--- config.mk ---
export PLATFORM = sky130hd
export DESIGN_NAME = wb_arb2_rr_flat
export DESIGN_NICKNAME = d
export VERILOG_FILES = /design/src/rtl/wb_arb2_rr_if.sv /design/src/rtl/wb_arb2_rr.sv /design/src/flat_wrapper.sv
export SDC_FILE = /design/constraint.sdc
export NUM_CORES = 1
export LEC_CHECK = 0
export CORE_AREA = 2 2 103 105
export DETAILED_ROUTE_END_ITERATION = 6
export DIE_AREA = 0 0 105 107
export HOLD_SLACK_MARGIN = 0.03
export PLACE_DENSITY = 0.7
export SYNTH_ARGS = -nofsm -noshare
export SYNTH_HDL_FRONTEND = slang
export SYNTH_SLANG_ARGS = --single-unit
--- constraint.sdc ---
create_clock -name ctrlCd_clk -period 2.95 [get_ports ctrlCd_clk]
set_clock_uncertainty 0.05 [all_clocks]
set_input_delay 0.295 -clock ctrlCd_clk [delete_from_list [all_inputs] [get_ports ctrlCd_clk]]
set_output_delay 0.295 -clock ctrlCd_clk [all_outputs]
set_load 0.02 [all_outputs]
--- src/rtl/wb_arb2_rr_if.sv ---
// Wishbone bus bundle shared by the two requesting masters and the slave side
// of the round-robin arbiter. The master modport has no ERR input because the
// shared slave (USB device) has no error line; errors are generated by the
// arbiter itself towards its masters.
interface wb_arb2_rr_if #(
    parameter int ADR_W = 14,
    parameter int DAT_W = 32
);
    localparam int SEL_W = DAT_W / 8;

    logic             CYC;
    logic             STB;
    logic             WE;
    logic [ADR_W-1:0] ADR;
    logic [DAT_W-1:0] DAT_MOSI;
    logic [SEL_W-1:0] SEL;
    logic             ACK;
    logic             ERR;
    logic [DAT_W-1:0] DAT_MISO;

    // Bus initiator: drives the request, receives the response.
    modport master (
        output CYC, STB, WE, ADR, DAT_MOSI, SEL,
        input  ACK, DAT_MISO
    );

    // Bus target: receives the request, drives the response (including ERR).
    modport slave (
        input  CYC, STB, WE, ADR, DAT_MOSI, SEL,
        output ACK, ERR, DAT_MISO
    );
endinterface

--- src/rtl/wb_arb2_rr.sv ---
// Two-master round-robin Wishbone arbiter in front of a single shared slave.
// Ownership is held for the whole bus cycle (CYC), ties alternate between the
// masters, and a per-transfer wait counter converts a silent slave into a
// one-cycle ERR to the owner followed by a recovery phase with the bus released.
module wb_arb2_rr #(
    parameter int ADR_W   = 14,
    parameter int DAT_W   = 32,
    parameter int TIMEOUT = 255
) (
    input  logic         ctrlCd_clk,
    input  logic         ctrlCd_reset,
    wb_arb2_rr_if.slave  m0,
    wb_arb2_rr_if.slave  m1,
    wb_arb2_rr_if.master s,
    output logic [1:0]   grant,
    output logic         timeout_sticky
);
    localparam int SEL_W = DAT_W / 8;

    // Wait-cycle limit and the count value at which the next unanswered
    // strobe cycle becomes the timeout cycle.
    localparam logic [7:0] TMO_MAX  = 8'(TIMEOUT);
    localparam logic [7:0] TMO_LAST = 8'(TIMEOUT - 1);

    typedef enum logic [1:0] {
        ST_IDLE    = 2'd0,
        ST_OWN     = 2'd1,
        ST_RECOVER = 2'd2
    } state_t;

    // Registered arbitration state.
    state_t     state_q;
    logic       own_q;      // current owner index (valid in OWN/RECOVER)
    logic       last_q;     // last master that won arbitration
    logic [7:0] cnt_q;      // wait cycles of the current transfer
    logic [1:0] grant_q;
    logic       sticky_q;

    // Owner-selected request fields and decoded conditions.
    logic             own_cyc_s;
    logic             own_stb_s;
    logic             own_we_s;
    logic [ADR_W-1:0] own_adr_s;
    logic [DAT_W-1:0] own_dat_s;
    logic [SEL_W-1:0] own_sel_s;
    logic             in_own_s;
    logic             ack_fwd_s;
    logic             tmo_hit_s;
    logic             req_any_s;
    logic             win_s;

    // Owner multiplexing, timeout detection and next-winner selection.
    always_comb begin
        own_cyc_s = 1'b0;
        own_stb_s = 1'b0;
        own_we_s  = 1'b0;
        own_adr_s = '0;
        own_dat_s = '0;
        own_sel_s = '0;
        if (own_q) begin
            own_cyc_s = m1.CYC;
            own_stb_s = m1.STB;
            own_we_s  = m1.WE;
            own_adr_s = m1.ADR;
            own_dat_s = m1.DAT_MOSI;
            own_sel_s = m1.SEL;
        end else begin
            own_cyc_s = m0.CYC;
            own_stb_s = m0.STB;
            own_we_s  = m0.WE;
            own_adr_s = m0.ADR;
            own_dat_s = m0.DAT_MOSI;
            own_sel_s = m0.SEL;
        end

        in_own_s  = (state_q == ST_OWN);
        ack_fwd_s = in_own_s && s.ACK;
        // A slave ACK in the limit cycle wins over the timeout.
        tmo_hit_s = in_own_s && own_cyc_s && own_stb_s && !s.ACK &&
                    (cnt_q == TMO_LAST);

        req_any_s = m0.CYC || m1.CYC;
        // On a tie the master that did not win last time goes next.
        if (m0.CYC && m1.CYC) begin
            win_s = ~last_q;
        end else begin
            win_s = m1.CYC;
        end
    end

    // Slave-side request drive and master-side response routing.
    always_comb begin
        s.CYC      = 1'b0;
        s.STB      = 1'b0;
        s.WE       = 1'b0;
        s.ADR      = '0;
        s.DAT_MOSI = '0;
        s.SEL      = '0;
        if (in_own_s) begin
            s.CYC      = own_cyc_s;
            s.STB      = own_stb_s;
            s.WE       = own_we_s;
            s.ADR      = own_adr_s;
            s.DAT_MOSI = own_dat_s;
            s.SEL      = own_sel_s;
        end else begin
            s.CYC      = 1'b0;
        end

        m0.ACK      = ack_fwd_s && !own_q;
        m1.ACK      = ack_fwd_s &&  own_q;
        m0.ERR      = tmo_hit_s && !own_q;
        m1.ERR      = tmo_hit_s &&  own_q;
        // Read data is broadcast; only the ACKed owner will sample it.
        m0.DAT_MISO = s.DAT_MISO;
        m1.DAT_MISO = s.DAT_MISO;
    end

    // Arbitration FSM with owner, fairness, wait counter and status registers.
    always_ff @(posedge ctrlCd_clk) begin
        if (ctrlCd_reset) begin
            state_q  <= ST_IDLE;
            own_q    <= 1'b0;
            last_q   <= 1'b1;
            cnt_q    <= 8'd0;
            grant_q  <= 2'b00;
            sticky_q <= 1'b0;
        end else begin
            case (state_q)
                ST_IDLE: begin
                    cnt_q <= 8'd0;
                    if (req_any_s) begin
                        state_q <= ST_OWN;
                        own_q   <= win_s;
                        last_q  <= win_s;
                        grant_q <= win_s ? 2'b10 : 2'b01;
                    end else begin
                        grant_q <= 2'b00;
                    end
                end
                ST_OWN: begin
                    if (!own_cyc_s) begin
                        // Owner ended its cycle: release, one idle bubble.
                        state_q <= ST_IDLE;
                        grant_q <= 2'b00;
                        cnt_q   <= 8'd0;
                    end else if (s.ACK) begin
                        cnt_q <= 8'd0;
                    end else if (tmo_hit_s) begin
                        state_q  <= ST_RECOVER;
                        sticky_q <= 1'b1;
                        cnt_q    <= TMO_MAX;
                    end else if (own_stb_s && (cnt_q < TMO_MAX)) begin
                        cnt_q <= cnt_q + 8'd1;
                    end else begin
                        cnt_q <= cnt_q;
                    end
                end
                ST_RECOVER: begin
                    // Bus stays withdrawn until the faulted owner gives up.
                    if (!own_cyc_s) begin
                        state_q <= ST_IDLE;
                        grant_q <= 2'b00;
                        cnt_q   <= 8'd0;
                    end else begin
                        state_q <= ST_RECOVER;
                    end
                end
                default: begin
                    state_q <= ST_IDLE;
                    grant_q <= 2'b00;
                    cnt_q   <= 8'd0;
                end
            endcase
        end
    end

    assign grant          = grant_q;
    assign timeout_sticky = sticky_q;
endmodule

--- src/flat_wrapper.sv ---
// flat-port wrapper written by rule: the top's interface ports become plain ports
module wb_arb2_rr_flat 
#(
    parameter int ADR_W   = 14,
    parameter int DAT_W   = 32,
    parameter int TIMEOUT = 255
)
  (ctrlCd_clk, ctrlCd_reset, grant, timeout_sticky, m0_CYC, m0_STB, m0_WE, m0_ADR, m0_DAT_MOSI, m0_SEL, m0_ACK, m0_ERR, m0_DAT_MISO, m1_CYC, m1_STB, m1_WE, m1_ADR, m1_DAT_MOSI, m1_SEL, m1_ACK, m1_ERR, m1_DAT_MISO, s_CYC, s_STB, s_WE, s_ADR, s_DAT_MOSI, s_SEL, s_ACK, s_DAT_MISO);
  wb_arb2_rr_if #(.ADR_W(ADR_W), .DAT_W(DAT_W)) m0_i ();
  wb_arb2_rr_if #(.ADR_W(ADR_W), .DAT_W(DAT_W)) m1_i ();
  wb_arb2_rr_if #(.ADR_W(ADR_W), .DAT_W(DAT_W)) s_i ();
  input  logic ctrlCd_clk;
  input  logic ctrlCd_reset;
  output logic [1:0] grant;
  output logic timeout_sticky;
  input wire logic [$bits(m0_i.CYC)-1:0] m0_CYC;
  input wire logic [$bits(m0_i.STB)-1:0] m0_STB;
  input wire logic [$bits(m0_i.WE)-1:0] m0_WE;
  input wire logic [$bits(m0_i.ADR)-1:0] m0_ADR;
  input wire logic [$bits(m0_i.DAT_MOSI)-1:0] m0_DAT_MOSI;
  input wire logic [$bits(m0_i.SEL)-1:0] m0_SEL;
  output wire logic [$bits(m0_i.ACK)-1:0] m0_ACK;
  output wire logic [$bits(m0_i.ERR)-1:0] m0_ERR;
  output wire logic [$bits(m0_i.DAT_MISO)-1:0] m0_DAT_MISO;
  input wire logic [$bits(m1_i.CYC)-1:0] m1_CYC;
  input wire logic [$bits(m1_i.STB)-1:0] m1_STB;
  input wire logic [$bits(m1_i.WE)-1:0] m1_WE;
  input wire logic [$bits(m1_i.ADR)-1:0] m1_ADR;
  input wire logic [$bits(m1_i.DAT_MOSI)-1:0] m1_DAT_MOSI;
  input wire logic [$bits(m1_i.SEL)-1:0] m1_SEL;
  output wire logic [$bits(m1_i.ACK)-1:0] m1_ACK;
  output wire logic [$bits(m1_i.ERR)-1:0] m1_ERR;
  output wire logic [$bits(m1_i.DAT_MISO)-1:0] m1_DAT_MISO;
  output wire logic [$bits(s_i.CYC)-1:0] s_CYC;
  output wire logic [$bits(s_i.STB)-1:0] s_STB;
  output wire logic [$bits(s_i.WE)-1:0] s_WE;
  output wire logic [$bits(s_i.ADR)-1:0] s_ADR;
  output wire logic [$bits(s_i.DAT_MOSI)-1:0] s_DAT_MOSI;
  output wire logic [$bits(s_i.SEL)-1:0] s_SEL;
  input wire logic [$bits(s_i.ACK)-1:0] s_ACK;
  input wire logic [$bits(s_i.DAT_MISO)-1:0] s_DAT_MISO;
  assign m0_i.CYC = m0_CYC;
  assign m0_i.STB = m0_STB;
  assign m0_i.WE = m0_WE;
  assign m0_i.ADR = m0_ADR;
  assign m0_i.DAT_MOSI = m0_DAT_MOSI;
  assign m0_i.SEL = m0_SEL;
  assign m0_ACK = m0_i.ACK;
  assign m0_ERR = m0_i.ERR;
  assign m0_DAT_MISO = m0_i.DAT_MISO;
  assign m1_i.CYC = m1_CYC;
  assign m1_i.STB = m1_STB;
  assign m1_i.WE = m1_WE;
  assign m1_i.ADR = m1_ADR;
  assign m1_i.DAT_MOSI = m1_DAT_MOSI;
  assign m1_i.SEL = m1_SEL;
  assign m1_ACK = m1_i.ACK;
  assign m1_ERR = m1_i.ERR;
  assign m1_DAT_MISO = m1_i.DAT_MISO;
  assign s_CYC = s_i.CYC;
  assign s_STB = s_i.STB;
  assign s_WE = s_i.WE;
  assign s_ADR = s_i.ADR;
  assign s_DAT_MOSI = s_i.DAT_MOSI;
  assign s_SEL = s_i.SEL;
  assign s_i.ACK = s_ACK;
  assign s_i.DAT_MISO = s_DAT_MISO;
  wb_arb2_rr #(.ADR_W(ADR_W), .DAT_W(DAT_W), .TIMEOUT(TIMEOUT)) u_core (.ctrlCd_clk(ctrlCd_clk), .ctrlCd_reset(ctrlCd_reset), .m0(m0_i), .m1(m1_i), .s(s_i), .grant(grant), .timeout_sticky(timeout_sticky));
endmodule
# Word-level counts from Yosys, hierarchy flattened
# Cells that the tools add are included.
# Widths: inputs -> output; s select.
[word_totals] elab_cells=68 register_bits=15 input_bits=141 output_inout_bits=124
[op_classes] n_reduce_logical=20 n_eq_ne=9 n_lt_le_gt_ge=1 n_bitwise=2 muxes=29 add_sub_neg=1
[op_table] operator="$mux 32" n=2
[op_table] operator="$mux 8" n=5
[op_table] operator="$mux 14" n=2
[op_table] operator="$mux 2" n=8
[op_table] operator="$pmux 8 s2" n=1
[op_table] operator="$logic_and 1x1->1" n=11
[op_table] operator="$add 8x1->8 const B" n=1
[op_table] operator="$eq 8x8->1 const B" n=1
[op_table] operator="$lt 8x8->1 const B" n=1
[op_table] operator="$mux 4" n=2
[op_table] operator="$mux 1" n=7
[op_table] operator="$ne 3x3->1 const B" n=2
[op_table] operator="$pmux 2 s3" n=1
[op_table] operator="$ne 5x5->1 const B" n=1
[op_table] operator="$ne 2x2->1 const B" n=2
[op_table] operator="$pmux 2 s2" n=1
[op_table] operator="$reduce_and 2->1" n=2
[op_table] operator="$reduce_and 4->1" n=1
[op_table] operator="$reduce_and 3->1" n=1
[op_table] operator="$eq 2x1->1 const B" n=1
[op_table] operator="$eq 2x2->1 const B" n=1
[op_table] operator="$logic_not 1->1" n=2
[op_table] operator="$logic_not 2->1" n=1
[op_table] operator="$ne 2x1->1 const B" n=1
[op_table] operator="3 further kinds" n=4

# Logic depth before layout (Yosys ltp)
# Gate-level depths: netlist of the first run.
[depth] depth_word=9 depth_mapped=6

# Worst setup path before layout of the first run
# No wires, ideal clock.
[synth_timing] kind="reg2out" start="reg u_core.own_q" end="out m0_ERR" required_ns=2.605 t_arrival_ns=1.782 path_buffers=2 stages_incl_launch_ff=7 setup_slack_ns=0.823 cell_sequence="dfxtp_1 > buf_4 > mux2i_1 > or4b_1 > buf_2 > or2_2 > nor2_1"
[synth_between] elab_chain_cells=6
[synth_lines] item="start: declaration" line_no="wb_arb2_rr.sv:33" text="logic own_q;"
[synth_lines] item="start signal: assignment" line_no="wb_arb2_rr.sv:134" text="own_q <= win_s;"
[synth_lines] item="$mux 1" line_no="wb_arb2_rr.sv:60" text="if (own_q) begin"
[synth_lines] item="$logic_and 1x1->1 (4 in series)" line_no="wb_arb2_rr.sv:79" text="tmo_hit_s = in_own_s && own_cyc_s && own_stb_s && !s.ACK &&"
[synth_lines] item="$logic_and 1x1->1 *" line_no="wb_arb2_rr.sv:112" text="m0.ERR = tmo_hit_s && !own_q;"
[synth_lines] item="end: declaration" line_no="flat_wrapper.sv:23" text="output wire logic [$bits(m0_i.ERR)-1:0] m0_ERR;"
# Every way passes the cells marked *; elsewhere a longest branch is shown, timed or not.

# Final worst setup path of the first run
[layout_timing] start="in m0_STB" end="out m0_ERR"
[layout_between] elab_chain_cells=5
[layout_lines] item="start: declaration" line_no="flat_wrapper.sv:17" text="input wire logic [$bits(m0_i.STB)-1:0] m0_STB;"
[layout_lines] item="$mux 1" line_no="wb_arb2_rr.sv:60"
[layout_lines] item="$logic_and 1x1->1 (3 in series)" line_no="wb_arb2_rr.sv:79"
[layout_lines] item="$logic_and 1x1->1" line_no="wb_arb2_rr.sv:112"
# Every way passes these cells.

==> results.md, run 1 <==
- The flow ran to the end, and the final reports show no timing, DRC or antenna violations.
- Yosys mapped the design onto 37 distinct sky130hd cell types.
- The final-report max-slew violation count is 0.
- The synthesized netlist net count is 449.
- In the post-synthesis netlist, the cell with the most instances is sky130_fd_sc_hd__buf_4.
- Before CTS, the worst setup slack after placement is 0.122 ns.
- The routed layout has roughly 2400 vias.
- In this run the horizontal extent of the chip is 105 um.
- The placeable core region is 10100 sq um.
- The number of register bits inferred by synthesis is 15.
- Once detailed placement completed, the half-perimeter wirelength came to just under 7000 um.
- The number of inserted filler cells in the final layout is 1049.
- After the first detailed-routing iteration, the DRC count stood at just over 70.
- The congestion estimate from routability-driven global placement came to 0.888.
- In the synthesized netlist, the number of instances is around 300.
- Summing all placed instances gives a cell area of 3710 sq um.
- The number of global-route vias before repair came to approximately 2500.
- The overall track demand over capacity in global routing is 0.135.
- The post-layout instance area is 3760 sq um.
- The worst-path maximum fanout is 4.
- The most common flop cell mapped by yosys is sky130_fd_sc_hd__dfxtp_1.
- Counting cells, the worst reg-to-reg path comes to 4.
- The number of top-level pins is 265.
- The share of the synthesized area in the top cell type is 0.242.
- The number of violations of the max-capacitance limit is 0.
- Dividing the synthesized area by the synthesized cell count gives 7.80 sq um.
- The number of antenna violations at the first check in global routing came to 0.
- The maximum level of the CTS H-tree is 1.
- The first detailed-routing pass ran for 5 iterations.
- The total area of multi-input combinational cells is 1470 sq um.
- The number of endpoints failing setup at the final stage is 0.
- The setup TNS after final layout is 0 ns.
- At the pin with the least slew margin, the transition time is 0.819 ns.
- Row generation in the floorplan step produced 37 rows.
- After synthesis, the most frequently instantiated cells are 65 x sky130_fd_sc_hd__buf_4, 57 x sky130_fd_sc_hd__mux2i_1, 53 x sky130_fd_sc_hd__nor2b_1.
- Of the cells placed in the final design, the portion with a size suffix greater than 1 is 0.0301.
- For the worst-skew pair, the clock arrives at the later sink with an insertion delay of 0.25 ns.
- The maximum clock rate is 0.352 GHz.
- From synthesis to final layout, the design area changed by 59.7%.
- By area the synthesized netlist is led by sky130_fd_sc_hd__mux2i_1 24%, sky130_fd_sc_hd__buf_4 21%, sky130_fd_sc_hd__nor2b_1 14%.
- Power spread over the standard cell area amounts to between 500 and 600 nW/um^2.
- Summing internal, switching and leakage power gives 0.00194 W.
- CTS placed an instance of sky130_fd_sc_hd__clkbuf_8 at the clock tree root.
- The detailed-route wire length is 8480 um.
- Counting instances, the worst hold path has a depth of 1.
- In the routed layout, each cell is associated on average with a via count of about 4.5.
- In this run, post-CTS hold repair placed 0 buffers.
- The largest net degree at the start of global routing is between 50 and 60.
- The remaining antenna violation count is 0.
- The initial utilization of the core area, before any placement, comes to 0.233.
- The worst setup path is of the in2out kind.
- In the routed design, unresolved DRC markers number 0.
- The final critical delay including setup and external delays is 2.84 ns.
- In this run the deepest clock path goes through 2 buffers.
- The floorplan step set the die height to 107 um.
- In this run the static leakage power is 1.31 nW.
- The clock slew seen by the registers of the worst setup and hold paths is 0.07 ns.
- The number of nets in the finished design is approximately 550.
- The class of the tightest hold or removal check is reg2reg.
- The first-pass GRT wire length is 12600 um.
- Of all cell types, the one taking the most synthesized area is sky130_fd_sc_hd__mux2i_1.
- The die covers 11200 sq um.
- The final worst setup slack is about 0.11 ns.
- The worst setup path is captured at a primary output.
- The clock tree from TritonCTS is yes.
- The worst slew margin relative to its limit is 0.449.
- The worst setup path is launched from an input pin.
- The number of synthesized flops with an enable pin is 0.
- IR analysis of the VDD net gives a maximum drop of 0.000298 V.
- The fraction of the yosys area taken by sequential cells is 0.128.
- The data required time at the worst endpoint is 2.61 ns.
- The number of warnings issued by yosys is 0.
- The number of clock buffers added by TritonCTS is 3.
- The critical path arrival is 2.49 ns.
- Setup repair after global routing left no endpoint under its margin.
- The count of port buffers added during placement is 168.
- In the final layout, flip-flops and latches occupy 304 sq um.
- For this run, asynchronously set or reset flops after synthesis account for 0.
- Once the clock tree was built, the resizer swapped 0 gates to a different size.
- Once the clock tree was built, the setup fixing pass inserted 0 buffers.
- The synthesized netlist occupies a cell area of approximately 2400 sq um.
- The global-route congestion overflow total is 0.
- Clock tree synthesis found a total of 15 sinks.
- The total count of hold-check failures in the final report was 0.
- The antenna diode instance count is 0.
- In the finished design, the share of the clock period the worst path needs comes to 0.962.
- The worst hold slack after final layout is 0.429 ns.
- After detailed routing, the average wire length per cell comes to 15.8 um.
## report_power, final
part | switching (W) | internal (W)
logic | 0.000732 | 0.000769
registers | 0.0000356 | 0.000228
clock network | 0.0000768 | 0.0000956
total | 0.000844 | 0.00109
## routing by layer
metal | wire, um | up-vias | track usage
li1 | - | 1158 | -
met1 | 3200 | 1083 | 0.153
met2 | 4280 | 165 | 0.244
met3 | 917 | 9 | 0.0486
met4 | 81 | 0 | 0.0267
met5 | 0 | - | 0
## worst paths after layout
path                                            from                                 end  slack (ns)
setup / recovery                              m0_STB                              m0_ERR        0.11
hold / removal    u_core.timeout_sticky$_SDFFE_PP0P_  u_core.timeout_sticky$_SDFFE_PP0P_        0.43
setup reg to reg           u_core.own_q$_SDFFE_PP0P_        u_core.cnt_q[6]$_SDFFE_PP0P_        0.91
hold reg to reg   u_core.timeout_sticky$_SDFFE_PP0P_  u_core.timeout_sticky$_SDFFE_PP0P_        0.43
## registers in the layout (all words and copies together), names as in the netlist
| register | flops |
|---|---|
| u_core.state_q | 2 |
| u_core.own_q | 1 |
| u_core.cnt_q | 8 |
| u_core.grant | 2 |
| u_core.last_q | 1 |
| u_core.timeout_sticky | 1 |
## placed cells by master, fill, tap and decap left out, drive strengths merged, types with 2 or more instances in the layout
cell	instances
nand3	5
inv	10
a31oi	2
nand4	3
nor2	8
or3	4
clkdlybuf4s50	167
and2	3
mux2i	57
dfxtp	15
buf	5
o211ai	3
a21oi	10
nor2b	53
and4	2
nor3	3
ha	6
clkbuf	4
nand4b	2
nand2	18
a32o	4
## through the flow
step,std cells,util
finish,535,0.373
detailed placement,531,0.368
global route,535,0.373
CTS,535,0.373
floorplan,302,-
global placement,531,0.368
## worst max-delay path, cell delays in order
cell	delay, ns
sky130_fd_sc_hd__clkdlybuf4s50_1	0.50
sky130_fd_sc_hd__mux2i_1	0.14
sky130_fd_sc_hd__or4b_1	0.55
sky130_fd_sc_hd__or2_2	0.31
sky130_fd_sc_hd__nor2_1	0.09
sky130_fd_sc_hd__clkdlybuf4s50_1	0.61
## cells by family after synthesis
group,share of synthesized area
multiplexers,0.249
AND/OR/NAND/NOR,0.253
flip-flops,0.128
adder cells (fa/ha/maj),0.0319
AO/OA/AOI/OAI,0.0898
buffers and inverters,0.249
## area by class of cell
type	count	area share
clock buffer	4	0.0120
timing repair buffer	172	0.461
sequential	15	0.0809
inverter	10	0.00998
tap	136	0.0453
multi-input combinational	198	0.391
Power figures use the tool's default switching activity.
==> run 2: changes to the inputs <==
CTS_CLUSTER_SIZE = 40   (was unset)
PLACE_DENSITY = 0.72   (was 0.7)
RECOVER_POWER = 100   (was unset)
==> run 2 against run 1 <==
Via count down 0.75%. Cell area down 0.87%. Global-route usage up 0.28 points. Total power down 5.2%. Register-to-register slack worse by 0.04 ns. Critical path depth unchanged. Cell count unchanged. Sequential share of layout area up 0.071 points. Combinational power down 5%. Utilization down 0.32 points. Count of clock-buffer cells in the layout unchanged. Critical endpoint is now m1_ERR. Largest power group unchanged.
==> results.md, run 2 (same netlist as run 1, synthesis figures left out) <==
- Run status: finished clean (unchanged).
- The number of DRC markers in iteration 0 is 100 (was 72).
- The number of inserted filler cells in the final layout is 1053 (was 1049).
- The power per cell area came to 493 nW/um^2 (was 515 nW/um^2).
- The die extent in x is 105 um (unchanged).
- The number of endpoints failing setup at the final stage is 0 (unchanged).
- The number of setup buffers added after CTS is 0 (unchanged).
- The number of violations of the max-capacitance limit is 0 (unchanged).
- The data required time at the worst endpoint came to 2.61 ns (about the same).
- The final-report max-slew violation count is 0 (unchanged).
- The maximum clock rate is 0.358 GHz (was 0.352 GHz).
- The ratio of cells with drive above 1 in the final layout is 0.0226 (was 0.0301).
- The number of antenna violations at the first check in global routing was 0 (unchanged).
- The detailed-route wire length was 8320 um (was 8480 um).
- The routability-driven placement congestion ratio is 0.847 (was 0.888).
- The average via count per standard cell is 4.48 (was 4.51).
- The HPWL reported at the end of detailed placement is 6900 um (was 6910 um).
- The cell area reported after detailed placement is 3690 sq um (was 3710 sq um).
- The total area of multi-input combinational cells was 1470 sq um (about the same).
- The endpoint of the worst hold-timing path is u_core.timeout_sticky$_SDFFE_PP0P_ (unchanged).
- The remaining antenna violation count was 0 (unchanged).
- The source of the worst register-to-register timing path was u_core.cnt_q[4]$_SDFFE_PP0P_ (was u_core.own_q$_SDFFE_PP0P_).
- The die outline area is 11200 sq um (unchanged).
- The DRC violation count after routing came to 0 (unchanged).
- The number of nets in the finished design is 547 (unchanged).
- The launch point of the worst hold path was u_core.timeout_sticky$_SDFFE_PP0P_ (unchanged).
- The setup TNS after final layout is 0 ns (unchanged).
- The number of vias after detailed routing was 2397 (was 2415).
- The launching element type of the critical path was an input pin (unchanged).
- The overall track demand over capacity in global routing is 0.138 (was 0.135).
- The setup slack of the worst register-to-register path is 0.87 ns (was 0.91 ns).
- The antenna diode instance count was 0 (unchanged).
- The initial core utilization was 0.233 (unchanged).
- The final critical delay including setup and external delays is 2.79 ns (was 2.84 ns).
- The number of sinks handled by clock tree synthesis is 15 (unchanged).
- The number of cells traversed by the worst hold path is 1 (unchanged).
- RSZ-0062 raised after global routing: no (unchanged).
- The capturing point of the worst reg2reg path is u_core.state_q[0]$_SDFFE_PP0P_ (was u_core.cnt_q[6]$_SDFFE_PP0P_).
- The count of cells resized by post-cts repair is 0 (unchanged).
- The post-layout instance area was 3730 sq um (was 3760 sq um).
- The overall die height came to 107 um (unchanged).
- The buffer depth of the longest clock path is 2 (unchanged).
- The flip-flop count of the largest register after layout is 8 (unchanged).
- The register with the highest flop count is u_core.cnt_q (unchanged).
- The number of top-level pins is 265 (unchanged).
- The kind of critical path is in2out (unchanged).
- The clock insertion delay at the later pin of the skew report is 0.25 ns (about the same).
- The worst reg-to-reg path cell count is 5 (was 4).
- The synthesis-to-finish area growth is 58.3% (was 59.7%).
- The placeable core region is 10100 sq um (unchanged).
- The worst vdd rail ir drop is 0.000361 V (was 0.000298 V).
- The total count of hold-check failures in the final report is 0 (unchanged).
- The clock tree from TritonCTS is yes (unchanged).
- The transition at the pin with the smallest max-transition slack came to 0.758 ns (was 0.819 ns).
- The worst-path maximum fanout is 4 (unchanged).
- The largest net degree at the start of global routing was 56 (unchanged).
- The worst slew margin relative to its limit came to 0.490 (was 0.449).
- The type of element capturing the critical path is a primary output (unchanged).
- The sequential cell area was 304 sq um (unchanged).
- The period utilization is 0.947 (was 0.962).
- The total of hold buffers inserted after clock tree synthesis is 0 (unchanged).
- The detail-routed net length per standard cell came to 15.5 um (was 15.8 um).
- Highest-count cells in the layout ignoring fill and taps: 118 x sky130_fd_sc_hd__clkdlybuf4s50_1, 57 x sky130_fd_sc_hd__mux2i_1, 53 x sky130_fd_sc_hd__nor2b_1 (was 167 x sky130_fd_sc_hd__clkdlybuf4s50_1, 57 x sky130_fd_sc_hd__mux2i_1, 53 x sky130_fd_sc_hd__nor2b_1).
- The clock slew seen by the registers of the worst setup and hold paths is 0.06 ns (was 0.07 ns).
- The critical path arrival is 2.45 ns (was 2.49 ns).
- The class of the tightest hold or removal check is reg2reg (unchanged).
- The total iterations of the first detailed-routing run is 5 (unchanged).
- The first-pass GRT wire length is 12900 um (was 12600 um).
- The global-route congestion overflow total is 0 (unchanged).
- The cell leakage power is 1.43 nW (was 1.31 nW).
- The count of port buffers added during placement was 168 (unchanged).
- The number of global-route vias before repair was 2428 (was 2476).
- The most frequent standard cell in the layout excluding fill and tap cells is sky130_fd_sc_hd__clkdlybuf4s50_1 (unchanged).
- The row count is 37 (unchanged).
- The buffer cell driving the clock tree root is sky130_fd_sc_hd__clkbuf_8 (unchanged).
- The maximum level of the CTS H-tree is 1 (unchanged).
- The TritonCTS buffer count is 3 (unchanged).
==> run 2: metal layers <==
metal	wire length (um)	global-route usage
met5	0	0
met4	72	0.0305
met3	756	0.0407
met2	4240	0.246
met1	3250	0.163
==> run 2: layout make-up <==
class / count / share of cell area
well taps: 136 / 0.0457
inverters: 10 / 0.0101
repair buffers: 172 / 0.458
flip-flops and latches: 15 / 0.0816
clock buffers: 4 / 0.0121
multi-input cells: 198 / 0.393
==> run 2: metrics by stage <==
| step | hold slack [ns] | utilization | total power, W | std cells | setup slack [ns] |
|---|---|---|---|---|---|
| final | 0.420 | 0.369 | 0.00184 | 535 | 0.157 |
| after detailed placement | 0.412 | 0.366 | 0.00176 | 531 | 0.179 |
| after floorplan | 0.412 | - | 0.00121 | 302 | 0.823 |
| after CTS | 0.427 | 0.370 | 0.00194 | 535 | 0.160 |
| after global routing | 0.442 | 0.369 | 0.00196 | 535 | 0.0151 |
| after global placement | 0.405 | 0.366 | 0.00175 | 531 | 0.193 |
==> run 2: worst max-delay path: stages <==
cell,delay [ns]
sky130_fd_sc_hd__clkdlybuf4s50_1,0.47
sky130_fd_sc_hd__mux2i_1,0.13
sky130_fd_sc_hd__or4b_1,0.54
sky130_fd_sc_hd__or2_2,0.31
sky130_fd_sc_hd__nor2_1,0.09
sky130_fd_sc_hd__clkdlybuf4s50_1,0.61
==> run 2: how the worst max path moves through the flow <==
stage	endpoint	slack, ns	start	cells past startpoint
floorplan	m0_ERR	0.82	u_core.own_q$_SDFFE_PP0P_	6
global placement	m1_ERR	0.19	m0_STB	6
detailed placement	m1_ERR	0.18	m0_STB	6
CTS	m1_ERR	0.16	m0_STB	6
global route	m1_ACK	0.02	u_core.state_q[1]$_SDFFE_PP0P_	6
finish	m1_ERR	0.16	m0_STB	6
==> run 2: where the power goes <==
| part | internal, W | switching, W | total (W) |
|---|---|---|---|
| clock | 0.0000957 | 0.0000713 | 0.000167 |
| sequential | 0.000228 | 0.0000225 | 0.000251 |
| combinational | 0.000692 | 0.000727 | 0.00142 |
| total | 0.00102 | 0.000821 | 0.00184 |
==> run 3: changes to the inputs <==
CTS_CLUSTER_SIZE = 30   (was 40)
SKIP_LAST_GASP = 1   (was unset)
==> results of run 3 <==
Final layout, timing and power as in run 2 (identical DEF).
